$ cat src/rtl/sa_port_arbiter.sv
// Purpose  : 4-input round-robin arbiter (L/N/E/S) feeding one downstream port, with a stall alarm.
// Latency  : grant is combinational in the request cycle; data_out/valid_out follow one cycle later.
// Backpr.  : full_in=1 blocks every grant; blocked cycles are counted and raise stall_alarm at STALL_LIMIT.
// Ports    : clk, rst_n (async, active-low); req[3:0] (bit0 L, 1 N, 2 E, 3 S);
//            L/N/E/S_data_in flits; full_in; grant[3:0] one-hot accept; data_out/valid_out registered flit;
//            rr_ptr current highest-priority index (debug); stall_alarm registered blocked-too-long flag.
module sa_port_arbiter #(
   parameter int DATASIZE    = 40,
   parameter int STALL_LIMIT = 15
) (
   input  logic                clk,
   input  logic                rst_n,
   input  logic [3:0]          req,
   input  logic [DATASIZE-1:0] L_data_in,
   input  logic [DATASIZE-1:0] N_data_in,
   input  logic [DATASIZE-1:0] E_data_in,
   input  logic [DATASIZE-1:0] S_data_in,
   input  logic                full_in,
   output logic [3:0]          grant,
   output logic [DATASIZE-1:0] data_out,
   output logic                valid_out,
   output logic [1:0]          rr_ptr,
   output logic                stall_alarm
);

   localparam logic [7:0] LIMIT = 8'(STALL_LIMIT);

   logic [DATASIZE-1:0] r_data;
   logic                r_valid;
   logic [1:0]          r_rr_ptr;
   logic [7:0]          r_stall_cnt;
   logic                r_stall_alarm;

   logic                w_found;
   logic [1:0]          w_win_idx;
   logic                w_grant_en;
   logic [DATASIZE-1:0] w_sel_data;
   logic [7:0]          w_cnt_next;

   // Rotating priority search: offset 0 is rr_ptr itself, wrapping modulo 4.
   always_comb begin : rr_search
      logic [1:0] idx;
      w_found   = 1'b0;
      w_win_idx = 2'd0;
      idx       = 2'd0;
      for (int k = 0; k < 4; k++) begin
         idx = r_rr_ptr + 2'(k);
         if (!w_found && req[idx]) begin
            w_found   = 1'b1;
            w_win_idx = idx;
         end
      end
   end

   // rst_n gates the grant so nothing is accepted (and consumed) while reset is held.
   assign w_grant_en = w_found & ~full_in & rst_n;
   assign grant      = w_grant_en ? (4'b0001 << w_win_idx) : 4'b0000;

   always_comb begin
      w_sel_data = L_data_in;
      case (w_win_idx)
         2'd0:    w_sel_data = L_data_in;
         2'd1:    w_sel_data = N_data_in;
         2'd2:    w_sel_data = E_data_in;
         default: w_sel_data = S_data_in;
      endcase
   end

   // Counter only runs while someone waits behind full_in; any grant or an idle cycle resets it.
   always_comb begin
      w_cnt_next = r_stall_cnt;
      if (w_grant_en || (req == 4'b0000)) begin
         w_cnt_next = 8'd0;
      end else if (full_in && (r_stall_cnt != LIMIT)) begin
         w_cnt_next = r_stall_cnt + 8'd1;
      end
   end

   always_ff @(posedge clk or negedge rst_n) begin
      if (!rst_n) begin
         r_data        <= '0;
         r_valid       <= 1'b0;
         r_rr_ptr      <= 2'd0;
         r_stall_cnt   <= 8'd0;
         r_stall_alarm <= 1'b0;
      end else begin
         r_valid <= w_grant_en;
         if (w_grant_en) begin
            r_data   <= w_sel_data;
            r_rr_ptr <= w_win_idx + 2'd1;
         end
         r_stall_cnt <= w_cnt_next;
         // Registered from the next counter value so the flag tracks the counter cycle-for-cycle.
         r_stall_alarm <= (w_cnt_next == LIMIT);
      end
   end

   assign data_out    = r_data;
   assign valid_out   = r_valid;
   assign rr_ptr      = r_rr_ptr;
   assign stall_alarm = r_stall_alarm;

endmodule

$ cat config.mk
export PLATFORM = sky130hd
export DESIGN_NAME = sa_port_arbiter
export DESIGN_NICKNAME = d
export VERILOG_FILES = /design/src/rtl/sa_port_arbiter.sv
export SDC_FILE = /design/constraint.sdc
export NUM_CORES = 1
export LEC_CHECK = 0
export BUFFER_PORTS_ARGS = -buffer_cell sky130_fd_sc_hd__buf_2
export CELL_PAD_IN_SITES_DETAIL_PLACEMENT = 1
export CELL_PAD_IN_SITES_GLOBAL_PLACEMENT = 1
export CORE_MARGIN = 2
export CORE_UTILIZATION = 31
export DETAILED_ROUTE_END_ITERATION = 8
export GPL_TIMING_DRIVEN = 0
export PLACE_DENSITY = 0.95
export SKIP_CTS_REPAIR_TIMING = 1
export SLEW_MARGIN = 20
export SYNTH_ARGS = -nofsm -noshare
export SYNTH_HDL_FRONTEND = slang
export SYNTH_SLANG_ARGS = --single-unit
$ cat constraint.sdc
create_clock -name clk -period 5.2 [get_ports clk]
set_input_delay 0.78 -clock clk [delete_from_list [all_inputs] [get_ports clk]]
set_output_delay 0.78 -clock clk [all_outputs]
set_load 0.02 [all_outputs]
---- After elaboration in Yosys (flattened, before gate mapping) ----
Index checks and enable logic that the tools add are counted.
operators by class
  equality and inequality tests ........... 4
  mux-type cells .......................... 20
  add/sub/neg operators ................... 5
  divide/modulo/power cells ............... 0
  $lt $le $gt $ge ......................... 4
  multipliers ............................. 0
  reductions and logical operators ........ 10
  bitwise logic cells ..................... 3
  shifts and indexed selects .............. 1
operators with widths
  kind                 count
  $pmux 40 s3          1
  $mux 8               2
  $lt 2x3->1 const B   4
  $add 8x1->8 const B  1
  $bmux 1 s2           4
  $eq 8x4->1 const B   1
  $mux 1               8
  $mux 2               4
  $ne 8x4->1 const B   1
  $add 2x1->2 const B  2
  $add 2x2->2 const B  2
  $logic_and 1x1->1    4
  $logic_not 4->1      1
  $mux 4               1
  $shl 1x2->4 const A  1
  $logic_not 1->1      3
  $and 1x1->1          2
  $eq 2x1->1 const B   1
  $eq 2x2->1 const B   1
  $logic_not 2->1      1
  $logic_or 1x1->1     1
  $not 1->1            1
word-level totals
  output and inout bits ................... 48
  input port bits ......................... 167
  logic and storage cells ................. 52
  memories kept ........................... 0
  memory bits (read-only) ................. 0
  bits in registers ....................... 52
  RAM bits ................................ 0
  bits in latches ......................... 0

---- Depth between registers and ports, before layout ----
Gate-level depths: netlist of run 1.
  depth in word-level cells ............... 17
  mapped depth ............................ 11
  depth with buffers taken out ............ 9

---- Worst setup path after synthesis of run 1 ----
No wires, ideal clock.
  kind .................................... input to output
  start point ............................. input port req[2]
  end point ............................... output port grant[1]
  buffers on the path ..................... 2
  stages .................................. 7
  arrival time ............................ 2.447 ns
  data required time ...................... 4.420 ns
  slack ................................... 1.973 ns
  path through ............................ mux2_2 -> a222oi_1 -> and2_1 -> ha_1 -> clkbuf_1 -> clkbuf_1 -> and3_1
on the way
  longest elaborated chain between the ends .. 15
  elaborated cells on any way between the ends .. 26
  classes of those cells .................. shift: 1; mux: 17; bitwise: 2; reduce/logical: 6
RTL lines
  item                          line  RTL
  start: declaration            13    input logic [3:0] req,
  $bmux 1 s2                    48    if (!w_found && req[idx]) begin
  $mux 1 (implied by the code)  48
  $mux 1                        48
  $logic_not 1->1               48
  $logic_and 1x1->1             48
  $mux 1                        48
  $logic_not 1->1               48
  $logic_and 1x1->1             48
  $mux 1                        48
  $logic_not 1->1               48
  $logic_and 1x1->1             48
  $mux 1                        48
  $and 1x1->1 (2 in series)     56    assign w_grant_en = w_found & ~full_in & rst_n;
  $mux 4 (*)                    57    assign grant = w_grant_en ? (4'b0001 << w_win_idx) : 4'b0000;
  end: declaration              19    output logic [3:0] grant,
Mark *: on every way between the ends. The rest lies on a longest branch, timed or not. The select of a mux whose other input is x is not followed.

---- Worst setup path after layout of run 1 ----
  start point ............................. input port req[0]
  end point ............................... output port grant[1]
Same word-level chain as after synthesis.

==> results of run 1 <==
-- layer usage --
metal  up-vias  GRT usage (%)  share of wire, %
met5         -              0                 0
met4         0           5.33               1.6
met3        20           4.30               6.7
met2       177           44.8                53
met1      1895           26.2                38
li1       1842              -                 -
-- power groups by stage --
stage                     sequential [mW]  combinational [mW]  clock [mW]
after floorplan                     0.835               0.574           0
after global placement              0.645                1.16           0
after detailed placement            0.660                1.21           0
after CTS                           0.652                1.22       0.313
after global routing                0.669                1.34       0.332
final                               0.651                1.20       0.307
-- placed cells by master, fill, tap and decap left out, types with 2 or more instances in the layout --
master	synthesis	routed
clkbuf_1	28	28
and3_1	4	4
a21oi_1	46	46
ha_1	6	6
o21ai_0	44	44
nor4_1	2	2
nand4_1	2	2
and4_1	2	2
buf_4	6	7
nand2_1	49	49
or4_1	2	2
nand3_1	7	7
a211oi_1	2	2
buf_2	3	216
clkbuf_8	0	7
nor3_1	2	2
a222oi_1	41	41
nand2b_1	2	2
nor2_1	44	44
inv_1	5	5
or3_1	2	2
dfrtp_1	52	52
mux2i_1	2	2
o2111ai_1	2	2
-- cell usage after synthesis (3+ instances only) --
cell type,number
a21oi_1,46
a222oi_1,41
and3_1,4
buf_2,3
buf_4,6
clkbuf_1,28
dfrtp_1,52
ha_1,6
inv_1,5
nand2_1,49
nand3_1,7
nor2_1,44
o21ai_0,44
-- critical path, stage by stage --
cell	delay, ns
buf_2	0.14
mux2_2	0.26
a222oi_1	0.43
and2_1	0.26
ha_1	0.16
clkbuf_1	0.28
clkbuf_1	0.45
and3_1	0.23
buf_2	0.16
-- final cells by class --
type / instances / area [um2]
buffer: 39 / 181
fill: 1279 / 5310
clock buffer: 7 / 96.3
sequential: 52 / 1300
tap: 133 / 166
inverter: 5 / 18.8
multi-input combinational: 278 / 1640
clock inverter: 1 / 30.0
timing repair buffer: 214 / 1070
-- registers in the layout (all words and copies together), names as in the netlist --
| signal | count |
|---|---|
| stall_alarm | 1 |
| r_stall_cnt | 8 |
| valid_out | 1 |
| data_out | 40 |
| rr_ptr | 2 |
-- worst max path at each step --
stage | startpoint | to | slack (ns) | cells past startpoint
global route | rr_ptr[1]$_DFFE_PN0N_ | grant[1] | 1.11 | 8
finish | req[0] | grant[1] | 1.26 | 9
detailed placement | req[0] | grant[1] | 1.27 | 9
CTS | req[0] | grant[1] | 1.26 | 9
floorplan | req[2] | grant[1] | 1.97 | 7
global placement | req[0] | grant[1] | 1.34 | 9
-- stage by stage --
step	hold WS, ns	std cells	power [mW]
final	0.477	729	2.16
after global routing	0.518	729	2.34
after CTS	0.488	729	2.18
after detailed placement	0.467	721	1.87
after global placement	0.458	721	1.80
after floorplan	0.484	374	1.41
-- logic make-up after synthesis --
logic type                 synth area share [%]
buffers and inverters                      6.38
xor gates and xnor gates                  0.558
muxes                                     0.996
DFF                                        41.5
and+or+nand+nor                            17.7
adders and majority gates                  2.39
AOI/OAI and AO/OA                          30.5
==> summary.md, run 1 <==
| Metric | Value |
|---|---|
| Status | `completed` |
| CTS tree | `yes` |
| Final WS setup | `1.26 ns` |
| WS Path Type | `input pin to output pin` |
| Initial Utilization | `32.0%` |
| Post-synth cell types | `42` |
| Syn_nets | `547` |
| P&R area growth vs syn | `43.5%` |
| Min-delay worst type | `flip-flop to flip-flop` |
| Clock share of power | `14.2%` |
| Clock tree buffer depth | `2` |
| Worst EP arrival | `3.16 ns` |
| Synth Register Bits | `52` |
| LEAKAGE | `2.32 nW` |
| Slew HR | `54.0%` |
| Port-buffer cells | `214` |
| RSZ-0062 raised after global routing | `false` |
| CTS Buf Count | `5` |
| Num Clock Sinks | `52` |
| Core area | `9820 um2` |
| Largest net degree at the start of global routing | `55` |
| Synthesis Warnings | `0` |
| Detailed Place HPWL | `10.4 mm` |
| Die Wd | `105 um` |
| GP Congestion | `0.879` |
| Top-Level Pins | `215` |
| Htree depth | `2` |
| Int Power | `1.15 mW` |
| Cells after synthesis | `374` |
| Combinational power share | `55.6%` |
| R2r setup slk | `2.09 ns` |
| DRC Markers | `0` |
| RR Endpoint | `data_out[20]$_DFFE_PN0N_` |
| Area after DPL | `4380 um2` |
| Final Util | `45.9%` |
| Worst hold stages | `2` |
| Synthesized cell area | `3140 um2` |
| Max Fclk | `254 MHz` |
| NetSw | `1.01 mW` |
| Vias in the first global route | `4176` |
| CTS root buffer | `clkbuf_8` |
| Post-synthesis sequential area ratio | `41.5%` |
| Post-Route Skew | `0.0144 ns` |
| Die height | `105 um` |
| Pre-CTS setup slack | `1.27 ns` |
| Die area | `10900 um2` |
| Synth top area share | `41.5%` |
| Layout cells sized above 1 | `39.9%` |
| Clk_lat worst skew | `0.31 ns` |
| Final period util | `75.7%` |
| Maximum vdd ir drop | `181 uV` |
| Drt first pass iters | `6` |
| Final hold violations | `0` |
| Routed wire length | `13.1 mm` |
| PwrDens | `480 nW/um2` |
| Setup Total Neg Slack | `0 ns` |
| EDFF count, synth | `0` |
| Synth top area cells | `dfrtp_1 41%, a222oi_1 13%, a21oi_1 7.3%, o21ai_0 7.0%, nand2_1 5.9%` |
| Setup crit end kind | `output pin` |
| Worst-Margin Slew | `0.689 ns` |
| Sequential power share | `30.1%` |
| Sw Share | `46.5%` |
| Via count | `3934` |
| Finished Cell Area | `4510 um2` |
| Reg2reg start | `rr_ptr[1]$_DFFE_PN0N_` |
| Final ANT Viol Nets | `0` |
| Max Cap Viol | `0` |
| Clk pin slew, worst setup/hold paths | `0.09 ns` |
| Overall Global Routing Usage | `23.2%` |
| Nets | `768` |
| Initial antenna violation count | `0` |
| # diodes | `0` |
| Overflow after GRT | `0` |
| WL/cell | `17.9 um` |
| Syn avg cell area | `8.39 um2` |
| Hold EP | `data_out[12]$_DFFE_PN0N_` |
| Initial DRC Count | `272` |
| Cells on worst reg2reg path | `10` |
| Hold Startpoint | `data_out[12]$_DFFE_PN0N_` |
| Area leader, netlist | `dfrtp_1` |
| # setup viols final | `0` |
| Max Transition Viols Final | `0` |
| WP data required | `4.42 ns` |
| Min cycle time layout | `3.94 ns` |
| First-pass GRT wire length | `20.5 mm` |
| Main synth FF type | `dfrtp_1` |
| Async SR Flop Fraction | `100%` |
| Cell row count | `36` |
| Critical Path Start Type | `input pin` |
| Maximum fanout along the worst path | `10` |
| Via density | `5.40` |
Power figures use the tool's default switching activity.
==> inputs of run 2 (changes only) <==
- CORE_UTILIZATION: 31 -> 26
- PLACE_DENSITY: 0.95 -> 0.87
- clock period: 5.2 -> 3.2 ns (I/O delays scaled with it)
==> run 2 against run 1 <==
Sequential share of layout area shrank 0.35 points. Sequential power up 61%. Utilization down 7.6 points. Total power is 66% higher. Combinational power is 64% higher. Cell count rose by 1.9%. Critical endpoint unchanged. Highest routed layer unchanged.
==> summary.md, run 2 (synthesis results as in run 1) <==
| Metric | Value |
|---|---|
| CTS root buffer | `clkbuf_16` |
| Fin Hold WS | `0.241 ns` |
| Routed wire length | `13.1 mm` |
| Initial Utilization | `26.4%` |
| R2r setup slk | `0.38 ns` |
| # diodes | `0` |
| Core area | `11900 um2` |
| Cell row count | `40` |
| Nets | `769` |
| Num Clock Sinks | `52` |
| Detailed Place HPWL | `10.3 mm` |
| Max Transition Viols Final | `0` |
| Max Cap Viol | `0` |
| Die Wd | `114 um` |
| Die area | `13000 um2` |
| Commonest cells after routing, fill and taps aside | `216 x buf_2, 51 x dfrtp_1, 49 x nand2_1` |
| Setup crit end kind | `output pin` |
| Final ANT Viol Nets | `0` |
| Power consumption | `3.60 mW` |
| Die height | `114 um` |
| Area after DPL | `4400 um2` |
| GP Congestion | `0.774` |
| Post-Route Skew | `0.00388 ns` |
| Overall Global Routing Usage | `19.8%` |
| P&R area growth vs syn | `45.4%` |
| Finished Cell Area | `4570 um2` |
| Slew HR | `53.5%` |
| Overflow after GRT | `0` |
| Drt first pass iters | `7` |
| Initial DRC Count | `238` |
| WS Path Type | `flip-flop to output pin` |
| Status | `completed` |
| Clock tree buffer depth | `2` |
| WP data required | `2.72 ns` |
| CTS Buf Count | `5` |
| Maximum fanout along the worst path | `10` |
| Fill cells | `1508` |
| Critical Path Start Type | `flip-flop` |
| Worst EP arrival | `2.56 ns` |
| Layout cells sized above 1 | `40.8%` |
| Via density | `5.25` |
| Largest net degree at the start of global routing | `55` |
| Worst-Margin Slew | `0.698 ns` |
| Most common cell after layout, fill and taps aside | `buf_2` |
| Via count | `3902` |
| Max reg flops | `40` |
| Cell chain of the critical path | `mux2_2 -> a222oi_1 -> buf_4 -> and2_1 -> ha_1 -> clkbuf_2 -> clkbuf_4 -> and3_1 -> buf_2` |
| # setup viols final | `0` |
| CTS tree | `yes` |
| Min cycle time layout | `3.04 ns` |
| First-pass GRT wire length | `20.3 mm` |
| WL/cell | `17.6 um` |
| Htree depth | `2` |
| PwrDens | `788 nW/um2` |
| Final period util | `95.0%` |
| Clk pin slew, worst setup/hold paths | `0.07 ns` |
| Cells on worst reg2reg path | `10` |
| Max Fclk | `329 MHz` |
| Initial antenna violation count | `0` |
| Maximum vdd ir drop | `314 uV` |
| Slowest library cell on the worst path | `dfrtp_2` |
| Port-buffer cells | `214` |
| Slowest Stage Delay on Critical Path | `0.43 ns` |
| Final hold violations | `0` |
| RR Endpoint | `data_out[16]$_DFFE_PN0N_` |
| Clk_lat worst skew | `0.29 ns` |
| DRC Markers | `0` |
| Final Util | `38.3%` |
| Reg2reg start | `rr_ptr[1]$_DFFE_PN0N_` |
| LEAKAGE | `2.35 nW` |
| RSZ-0062 raised after global routing | `false` |
| Top-Level Pins | `215` |
| Vias in the first global route | `4159` |
| Min-delay worst type | `input pin to async pin` |
[run 2: area by class of cell]
class                   instances  area [um2]  share of cell area (%)
inverters                       5        18.8                   0.411
flip-flops and latches         52        1300                    28.5
well taps                     147         184                    4.03
repair buffers                215        1080                    23.7
plain buffers                  39         189                    4.14
multi-input cells             278        1640                    35.9
clock buffers                   7         153                    3.34
[run 2: stage by stage]
stage               setup TNS, ns  worst slack [ns]  instances
floorplan                       0             0.422        374
global placement          -0.0890           -0.0890        735
detailed placement         -0.199            -0.193        735
CTS                        -0.776            -0.454        742
global route                    0            0.0291        743
finish                          0             0.160        743
[run 2: routing by layer]
| layer | vias up | track usage [%] | share of wire (%) |
|---|---|---|---|
| met2 | 166 | 37.3 | 52 |
| met4 | 0 | 5.45 | 2.2 |
| met1 | 1860 | 23.1 | 40 |
| li1 | 1855 | - | - |
| met5 | - | 0 | 0 |
| met3 | 21 | 3.56 | 6.6 |
[run 2: worst max-delay path by stage]
stage                                startpoint        to  slack (ns)  cells past startpoint
after global placement                   req[0]  grant[1]       -0.09                      9
after global routing      rr_ptr[0]$_DFFE_PN0N_  grant[1]        0.03                     10
after CTS                 rr_ptr[1]$_DFFE_PN0N_  grant[1]       -0.45                      8
after detailed placement                 req[0]  grant[1]       -0.19                      9
after floorplan           rr_ptr[1]$_DFFE_PN0N_  grant[1]        0.42                      7
final                     rr_ptr[1]$_DFFE_PN0N_  grant[1]        0.16                      9
[run 2: where the power goes]
part	switching [mW]	internal, mW	total [mW]
Combinational	1.26	0.710	1.97
Sequential	0.144	0.908	1.05
Clock	0.244	0.329	0.574
[run 2: critical path: cells and delay by family, from the launching register on]
family                     cells  cell delay [ns]
buffers and inverters          4             0.77
DFF                            1             0.43
adders and majority gates      1             0.16
muxes                          1             0.35
and+or+nand+nor                2             0.35
AOI/OAI and AO/OA              1             0.22
